==> src/rtl/sv8k_upload_pkg.sv <==
// Shared types and constants for the HPS RAM upload (save/RAM dump) read path.
package sv8k_upload_pkg;

    typedef enum logic [2:0] {
        IDLE  = 3'd0,
        PAUSE = 3'd1,
        READY = 3'd2,
        FETCH = 3'd3,
        HOLD  = 3'd4
    } state_t;

    localparam logic [7:0] FILL_DEFAULT   = 8'hFF;
    localparam int         RD_LAT_DEFAULT = 1;

    // ioctl_index value hps_io reports for the system RAM upload slot.
    localparam logic [7:0] IOCTL_INDEX_RAM = 8'h02;

    function automatic logic addr_in_range(input logic [24:0] addr, input logic [24:0] size);
        return addr < size;
    endfunction

endpackage

==> src/rtl/ram_upload_reader_if.sv <==
// ioctl read-side bus between hps_io (master) and the RAM upload reader (slave).
interface ram_upload_reader_if;
    // ioctl_rd is a one-cycle request; ioctl_wait rises the cycle after it and the
    // byte on ioctl_din is valid in the first cycle ioctl_wait is low again.
    logic        ioctl_upload;
    logic        ioctl_rd;
    logic [24:0] ioctl_addr;
    logic [7:0]  ioctl_din;
    logic        ioctl_wait;

    modport master (
        output ioctl_upload, ioctl_rd, ioctl_addr,
        input  ioctl_din, ioctl_wait
    );

    modport slave (
        input  ioctl_upload, ioctl_rd, ioctl_addr,
        output ioctl_din, ioctl_wait
    );
endinterface

==> src/rtl/upload_edge_sync.sv <==
// Registered rise/fall detector for the ioctl_upload session flag.
module upload_edge_sync (
    input  logic clk_sys,
    input  logic reset,
    input  logic level,
    output logic rise,
    output logic fall
);
    logic level_q;

    // Resets high so a session still open across reset needs a fresh rising edge.
    always_ff @(posedge clk_sys or posedge reset) begin
        if (reset) level_q <= 1'b1;
        else       level_q <= level;
    end

    assign rise = level & ~level_q;
    assign fall = ~level & level_q;
endmodule

==> src/rtl/ram_upload_reader.sv <==
// Reads system RAM back to hps_io during an upload; pauses the CPU and owns the RAM port.
// Optional UPLOAD_CSUM_EN adds upload_csum, a 16-bit running sum of delivered bytes.
module ram_upload_reader
    import sv8k_upload_pkg::*;
#(
    parameter int                ADDR_W = 16,
    parameter logic [ADDR_W-1:0] BASE   = '0,
    parameter logic [24:0]       SIZE   = 25'h10000,
    parameter int                RD_LAT = RD_LAT_DEFAULT,
    parameter logic [7:0]        FILL   = FILL_DEFAULT
) (
    input  logic              clk_sys,
    input  logic              reset,
    ram_upload_reader_if.slave bus,
    output logic              cpu_pause,
    input  logic              cpu_idle,
    output logic [ADDR_W-1:0] mem_a,
    output logic              mem_rd,
    output logic              mem_sel,
    input  logic [7:0]        mem_q,
    output state_t            state_dbg
`ifdef UPLOAD_CSUM_EN
    ,
    output logic [15:0]       upload_csum
`endif
);
    logic rise, fall;

    upload_edge_sync u_edge (
        .clk_sys (clk_sys),
        .reset   (reset),
        .level   (bus.ioctl_upload),
        .rise    (rise),
        .fall    (fall)
    );

    state_t            state_q, state_n;
    logic              pause_q, pause_n;
    logic              sel_q, sel_n;
    logic              rd_q, rd_n;
    logic [ADDR_W-1:0] a_q, a_n;
    logic              wait_q, wait_n;
    logic [7:0]        din_q, din_n;
    logic              pend_q, pend_n;
    logic [24:0]       addr_q, addr_n;
    logic              oor_q, oor_n;
    logic [1:0]        cnt_q, cnt_n;
    logic              release_q, release_n;
    logic [24:0]       req_addr;

    always_ff @(posedge clk_sys or posedge reset) begin
        if (reset) begin
            state_q   <= IDLE;
            pause_q   <= 1'b0;
            sel_q     <= 1'b0;
            rd_q      <= 1'b0;
            a_q       <= '0;
            wait_q    <= 1'b0;
            din_q     <= 8'h00;
            pend_q    <= 1'b0;
            addr_q    <= '0;
            oor_q     <= 1'b0;
            cnt_q     <= 2'd0;
            release_q <= 1'b0;
        end else begin
            state_q   <= state_n;
            pause_q   <= pause_n;
            sel_q     <= sel_n;
            rd_q      <= rd_n;
            a_q       <= a_n;
            wait_q    <= wait_n;
            din_q     <= din_n;
            pend_q    <= pend_n;
            addr_q    <= addr_n;
            oor_q     <= oor_n;
            cnt_q     <= cnt_n;
            release_q <= release_n;
        end
    end

    always_comb begin
        state_n   = state_q;
        pause_n   = pause_q;
        sel_n     = sel_q;
        rd_n      = 1'b0;
        a_n       = a_q;
        wait_n    = wait_q;
        din_n     = din_q;
        pend_n    = pend_q;
        addr_n    = addr_q;
        oor_n     = oor_q;
        cnt_n     = cnt_q;
        release_n = release_q;
        req_addr  = pend_q ? addr_q : bus.ioctl_addr;

        // Session end wins over everything: release the port now, the CPU a cycle later.
        if (fall) begin
            state_n   = IDLE;
            sel_n     = 1'b0;
            wait_n    = 1'b0;
            pend_n    = 1'b0;
            release_n = 1'b1;
        end else begin
            case (state_q)
                IDLE: begin
                    if (release_q) begin
                        pause_n   = 1'b0;
                        release_n = 1'b0;
                    end
                    if (rise) begin
                        pause_n   = 1'b1;
                        release_n = 1'b0;
                        state_n   = PAUSE;
                    end
                end
                PAUSE: begin
                    if (bus.ioctl_rd && !pend_q) begin
                        pend_n = 1'b1;
                        addr_n = bus.ioctl_addr;
                        wait_n = 1'b1;
                    end
                    if (cpu_idle) begin
                        sel_n   = 1'b1;
                        state_n = READY;
                    end
                end
                READY: begin
                    if (bus.ioctl_rd || pend_q) begin
                        addr_n = req_addr;
                        pend_n = 1'b0;
                        wait_n = 1'b1;
                        if (addr_in_range(req_addr, SIZE)) begin
                            a_n     = BASE + req_addr[ADDR_W-1:0];
                            rd_n    = 1'b1;
                            cnt_n   = 2'd0;
                            oor_n   = 1'b0;
                            state_n = FETCH;
                        end else begin
                            oor_n   = 1'b1;
                            state_n = HOLD;
                        end
                    end
                end
                FETCH: begin
                    // Strobes here are protocol violations and are dropped.
                    if (cnt_q == 2'(RD_LAT - 1)) state_n = HOLD;
                    else                         cnt_n   = cnt_q + 2'd1;
                end
                HOLD: begin
                    din_n   = oor_q ? FILL : mem_q;
                    wait_n  = 1'b0;
                    state_n = READY;
                end
                default: state_n = IDLE;
            endcase
        end
    end

`ifdef UPLOAD_CSUM_EN
    logic [15:0] csum_q;

    always_ff @(posedge clk_sys or posedge reset) begin
        if (reset)                         csum_q <= 16'h0000;
        else if (rise)                     csum_q <= 16'h0000;
        else if (state_q == HOLD && !fall) csum_q <= csum_q + {8'h00, din_n};
    end

    assign upload_csum = csum_q;
`endif

    assign bus.ioctl_din  = din_q;
    assign bus.ioctl_wait = wait_q;
    assign cpu_pause      = pause_q;
    assign mem_a          = a_q;
    assign mem_rd         = rd_q;
    assign mem_sel        = sel_q;
    assign state_dbg      = state_q;
endmodule

==> src/flat_wrapper.sv <==
// flat-port wrapper written by rule: the top's interface ports become plain ports
module ram_upload_reader_flat import sv8k_upload_pkg::*;
#(
    parameter int                ADDR_W = 16,
    parameter logic [ADDR_W-1:0] BASE   = '0,
    parameter logic [24:0]       SIZE   = 25'h10000,
    parameter int                RD_LAT = RD_LAT_DEFAULT,
    parameter logic [7:0]        FILL   = FILL_DEFAULT
)
  (clk_sys, reset, cpu_pause, cpu_idle, mem_a, mem_rd, mem_sel, mem_q, state_dbg, bus_ioctl_upload, bus_ioctl_rd, bus_ioctl_addr, bus_ioctl_din, bus_ioctl_wait);
  ram_upload_reader_if bus_i ();
  input  logic clk_sys;
  input  logic reset;
  output logic cpu_pause;
  input  logic cpu_idle;
  output logic [ADDR_W-1:0] mem_a;
  output logic mem_rd;
  output logic mem_sel;
  input  logic [7:0] mem_q;
  output state_t state_dbg;
  input wire logic [$bits(bus_i.ioctl_upload)-1:0] bus_ioctl_upload;
  input wire logic [$bits(bus_i.ioctl_rd)-1:0] bus_ioctl_rd;
  input wire logic [$bits(bus_i.ioctl_addr)-1:0] bus_ioctl_addr;
  output wire logic [$bits(bus_i.ioctl_din)-1:0] bus_ioctl_din;
  output wire logic [$bits(bus_i.ioctl_wait)-1:0] bus_ioctl_wait;
  assign bus_i.ioctl_upload = bus_ioctl_upload;
  assign bus_i.ioctl_rd = bus_ioctl_rd;
  assign bus_i.ioctl_addr = bus_ioctl_addr;
  assign bus_ioctl_din = bus_i.ioctl_din;
  assign bus_ioctl_wait = bus_i.ioctl_wait;
  ram_upload_reader #(.ADDR_W(ADDR_W), .BASE(BASE), .SIZE(SIZE), .RD_LAT(RD_LAT), .FILL(FILL)) u_core (.clk_sys(clk_sys), .reset(reset), .bus(bus_i), .cpu_pause(cpu_pause), .cpu_idle(cpu_idle), .mem_a(mem_a), .mem_rd(mem_rd), .mem_sel(mem_sel), .mem_q(mem_q), .state_dbg(state_dbg));
endmodule
==> config.mk <==
export PLATFORM = sky130hd
export DESIGN_NAME = ram_upload_reader_flat
export DESIGN_NICKNAME = d
export VERILOG_FILES = /design/src/rtl/sv8k_upload_pkg.sv /design/src/rtl/ram_upload_reader_if.sv /design/src/rtl/upload_edge_sync.sv /design/src/rtl/ram_upload_reader.sv /design/src/flat_wrapper.sv
export SDC_FILE = /design/constraint.sdc
export NUM_CORES = 1
export LEC_CHECK = 0
export CAP_MARGIN = 40
export CORE_MARGIN = 1.5
export CORE_UTILIZATION = 35
export CTS_CLUSTER_DIAMETER = 120
export DETAILED_ROUTE_END_ITERATION = 8
export SLEW_MARGIN = 5
export SYNTH_ARGS = -nofsm -noshare
export SYNTH_HDL_FRONTEND = slang
export SYNTH_HIERARCHICAL = 1
export SYNTH_SLANG_ARGS = --single-unit
==> constraint.sdc <==
create_clock -name clk_sys -period 6.3 [get_ports clk_sys]
set_input_delay 1.575 -clock clk_sys [delete_from_list [all_inputs] [get_ports clk_sys]]
set_output_delay 1.575 -clock clk_sys [all_outputs]
set_load 0.1 [all_outputs]
# After elaboration in Yosys (flattened, before gate mapping)
# Index checks and enable logic that the tools add are counted.
[totals]
in_bits = 38
ff_bits = 62
out_inout_bits = 31
[op_classes]
n_addsub = 1
muxes = 35
n_bitwise = 5
order_cmp = 1
n_reduce_logical = 23
n_eq_ne = 13
[ops]
columns = ["operator", "n"]
rows = [
  ["$mux 25", 3],
  ["$pmux 25 s2", 1],
  ["$lt 25x17->1 const B", 1],
  ["$mux 3", 6],
  ["$mux 1", 17],
  ["$pmux 3 s5", 1],
  ["$ne 3x1->1 const B", 4],
  ["$reduce_and 3->1", 4],
  ["$reduce_and 4->1", 3],
  ["$reduce_bool 2->1", 6],
  ["$mux 8", 1],
  ["$eq 3x2->1 const B", 2],
  ["$mux 2", 3],
  ["$ne 2x1->1 const B", 3],
  ["$reduce_and 5->1", 1],
  ["$pmux 2 s2", 1],
  ["$reduce_and 2->1", 2],
  ["$reduce_bool 4->1", 1],
  ["$eq 3x1->1 const B", 1],
  ["$eq 3x3->1 const B", 1],
  ["$logic_not 3->1", 1],
  ["$ne 3x2->1 const B", 1],
  ["$not 1->1", 3],
  ["$pmux 1 s3", 1],
  ["9 further kinds", 10],
]

# Logic depth before layout (Yosys ltp)
[depth]
word_depth = 6
mapped_depth = 6

# Modules after synthesis
# The synthesis kept the hierarchy.
[by_module_without_submodules]
columns = ["mod", "seq_area_each_um2", "n_inst", "area_each_um2", "cells_per_inst"]
rows = [
  ["ram_upload_reader", 1526.5, 1, 2834.0, 217],
  ["upload_edge_sync", 26.3, 1, 45.0, 4],
]

# Worst setup path before layout
# OpenSTA, ideal clock, no wires.
[synth_timing]
path_kind = "in2reg"
startpoint = "input port bus_ioctl_upload"
endpoint = "register u_core.a_q[0], in the netlist u_core/mem_a[0]"
n_path_buf = 1
setup_time_ns = 0.126
arrival_time_ns = 3.099
setup_slack_ns = 3.075
path_stages = 6
path_cell_list = "and2b_2 -> nor2_2 -> nand4_1 -> nor3_4 -> buf_12 -> mux2_4"
[synth_between]
elab_chain_cells = 4
[synth_lines]
columns = ["item", "line_no", "text"]
rows = [
  ["from (decl)", "flat_wrapper.sv:21", "input wire logic [$bits(bus_i.ioctl_upload)-1:0] bus_ioctl_upload;"],
  ["$not 1->1", "upload_edge_sync.sv:18", "assign fall = ~level & level_q;"],
  ["$and 1x1->1", "upload_edge_sync.sv:18", ""],
  ["$not 1->1 (no line)", "n/a", ""],
  ["$reduce_and 4->1 (no line)", "n/a", ""],
  ["to (signal assigned)", "ram_upload_reader.sv:70", "a_q <= a_n;"],
  ["to (decl)", "ram_upload_reader.sv:41", "logic [ADDR_W-1:0] a_q, a_n;"],
]
# Every way passes these cells.
# A chain may end at the register's enable or synchronous reset.

# Worst setup path in the final report
[layout_timing]
startpoint = "input port bus_ioctl_upload"
endpoint = "register u_core.a_q[7], in the netlist u_core/mem_a[7]"
[layout_between]
elab_chain_cells = 4
[layout_lines]
columns = ["item", "line_no", "text"]
rows = [
  ["$not 1->1", "upload_edge_sync.sv:18", ""],
  ["$and 1x1->1", "upload_edge_sync.sv:18", ""],
  ["net u_core.fall", "ram_upload_reader.sv:27", "logic rise, fall;"],
  ["$not 1->1 (no line)", "n/a", ""],
  ["$reduce_and 4->1 (no line)", "n/a", ""],
]
# The timed path passes the listed nets, and every way through them passes these cells.

==> results.json <==
{
  "status": "completed",
  "layout-drive-gt1-share": 0.3667,
  "fin_crit_ns": 3.722,
  "grt_pass1_vias": 2120,
  "ys_seq_area_frac": 0.5393,
  "drc": 0,
  "cts_max_path_buffers": 2,
  "dp_slack_ns": 2.195,
  "cts_resized": 0,
  "hpwlAfterDp_mm": 4.083,
  "die-area_um2": 8779,
  "root_buffer": "clkbuf_8",
  "cts_buffers": 9,
  "synth_nets": 260,
  "numPortBuffers": 68,
  "ys.flop_type": "dfrtp_1",
  "grt_pass1_wl_mm": 10.05,
  "drtPass1Iterations": 5,
  "crit_required_ns": 6.52,
  "avgViaCountPerCell": 4.799,
  "antennaDiodeCount": 0,
  "grt.overflow.total": 0,
  "clock_latency_ns": 0.33,
  "worstMarginPinSlew_ns": 0.8016,
  "startpoint_type": "primary input",
  "fin_skew_ns": 0.01104,
  "r2r_start": "u_core/pend_q",
  "relSlewSlack": 0.4656,
  "start_util": 0.3669,
  "crit_fanout": 10,
  "seqCellArea_um2": 1553,
  "ys_warn_count": 6,
  "path_class": "in2reg",
  "synth_edf_count": 0,
  "synth.most_common_cell": "dfrtp_1",
  "die_y_um": 93.70,
  "fin_ws_ns": 2.578,
  "cts_tree": "yes",
  "grt_max_degree": 62,
  "min_from": "u_core/addr_q[2]",
  "hold_viol": 0,
  "gp_congestion": 0.7929,
  "rows": 32,
  "avgSynthCellArea_um2": 13.03,
  "cts.sinks": 62,
  "vias": 2073,
  "async_flop_share": 1.000,
  "endpoint_kind": "flip-flop",
  "synth_area_um2": 2879,
  "power.density_nw_per_um2": 458.1,
  "fillers": 661,
  "critical_path_arrival_ns": 3.94,
  "synth_top_area_frac": 0.5302,
  "startpoint": "bus_ioctl_upload",
  "nNetsFinal": 364,
  "die_w_um": 93.70,
  "antenna_found_initial": 0,
  "finalWirelength_mm": 6.023,
  "min_path_type": "reg2reg",
  "drt-wirelength-per-cell_um": 13.94,
  "max_freq_mhz": 268.7,
  "syn_inst": 221,
  "drv_slew": 0,
  "synth_area_leader_cell": "dfrtp_1",
  "p_leak_nw": 1.879,
  "drt_iter0_drc": 99,
  "multiInputGateArea_um2": 1225,
  "tns_ns": 0,
  "coreArea_um2": 7848,
  "synth-seq-cells": 62,
  "rsz0062_at_grt": "no",
  "maxCapViolations": 0,
  "cts_setup_buffers": 0,
  "vdd_drop_max_mv": 0.1822,
  "syn2layout_area_growth_pct": 52.33,
  "finalCritPeriodShare": 0.5908,
  "hold_buffers": 0,
  "htree_num_levels": 3,
  "ios": 69,
  "synth_common_cells": "61 x dfrtp_1, 49 x mux2_2, 19 x nor2_1, 11 x a21oi_1",
  "postRouteAntennaNets": 0,
  "cts.clk_slew.worst_paths_ns": 0.07,
  "grt_usage": 0.1487,
  "synth.distinct_cells": 49,
  "setup_violations": 0,
  "synth_area_leaders": "dfrtp_1 53%, mux2_2 19%, mux2_4 4.2%"
}
[sequential cells by signal (all words and copies together), names as in the netlist]
signal	cells
u_core/addr_q	25
u_core/bus.ioctl_din	8
u_core/bus.ioctl_wait	1
u_core/cnt_q	2
u_core/cpu_pause	1
u_core/mem_a	16
u_core/mem_rd	1
u_core/mem_sel	1
u_core/oor_q	1
u_core/pend_q	1
u_core/release_q	1
u_core/state_dbg	3
u_core/u_edge/level_q	1
[final cells by class]
cell class	instances	area share
clock buffer	10	0.03138
clock inverter	6	0.02482
inverter	8	0.006847
multi-input combinational	140	0.2793
sequential	62	0.3541
tap	102	0.02910
timing repair buffer	104	0.2745
[report_power, final]
part	switching (mW)	internal [mW]
logic	0.527	0.419
registers	0.0949	0.535
clock network	0.160	0.273
[per-stage QoR]
stage / util / hold WS, ns / cells / instance area [um^2] / total power [mW]
finish: 0.5588 / 0.5016 / 432 / 4385 / 2.009
global route: 0.5588 / 0.5164 / 432 / 4385 / 2.112
CTS: 0.5588 / 0.5062 / 432 / 4385 / 2.029
detailed placement: 0.5274 / 0.4902 / 416 / 4139 / 1.593
global placement: 0.4646 / 0.4813 / 384 / 3646 / 1.446
floorplan: - / 0.4728 / 221 / 2879 / 1.272
[placed cells by master, fill, tap and decap left out, types with 2 or more instances in the layout]
master,instances
buf_8,31
nor4_1,2
a22oi_1,2
clkinv_2,2
mux2i_1,2
o31ai_1,2
nor3_1,5
dfrtp_1,61
inv_1,7
nor4b_1,2
clkdlybuf4s50_1,68
clkbuf_8,10
mux2_4,8
a21oi_1,11
bufinv_16,3
mux2_2,49
o21ai_0,8
nor2_1,19
buf_4,4
[per-layer routing]
layer	part of all wire	GRT usage	vias to the layer above
li1	-	-	1003
met1	0.46	0.1873	1004
met2	0.47	0.2397	58
met3	0.062	0.04045	8
met4	0.012	0.06343	0
met5	0	0	-
[path summary, 6_finish.rpt]
check | end | slack (ns) | cells after the start
max | u_core/mem_a[7] | 2.58 | 7
min | u_core/addr_q[2] | 0.50 | 1
max reg2reg | u_core/mem_a[7] | 3.90 | 6
min reg2reg | u_core/addr_q[2] | 0.50 | 1
max in group asynchronous | u_core/bus.ioctl_wait | 3.95 | 3
min in group asynchronous | u_core/u_edge/level_q | 1.57 | 2
[critical path, cell delays in order]
cell and delay, ns:
clkdlybuf4s50_1 0.49, and2b_2 0.29, nor2_2 0.19, nand4_1 0.26
nor3_4 0.57, buf_8 0.23, mux2_2 0.34
[cell families (layout without fill, tap and decap cells)]
family	Yosys count	in the layout	synth area share
flops	62	62	0.5393
mux	59	59	0.2403
simple gates	47	47	0.1065
compound gates	32	32	0.07127
buf+inv	19	128	0.03520
fa+ha+maj	1	1	0.004345
xor+xnor	1	1	0.003043
No activity file was read; power rests on OpenSTA's default activity.
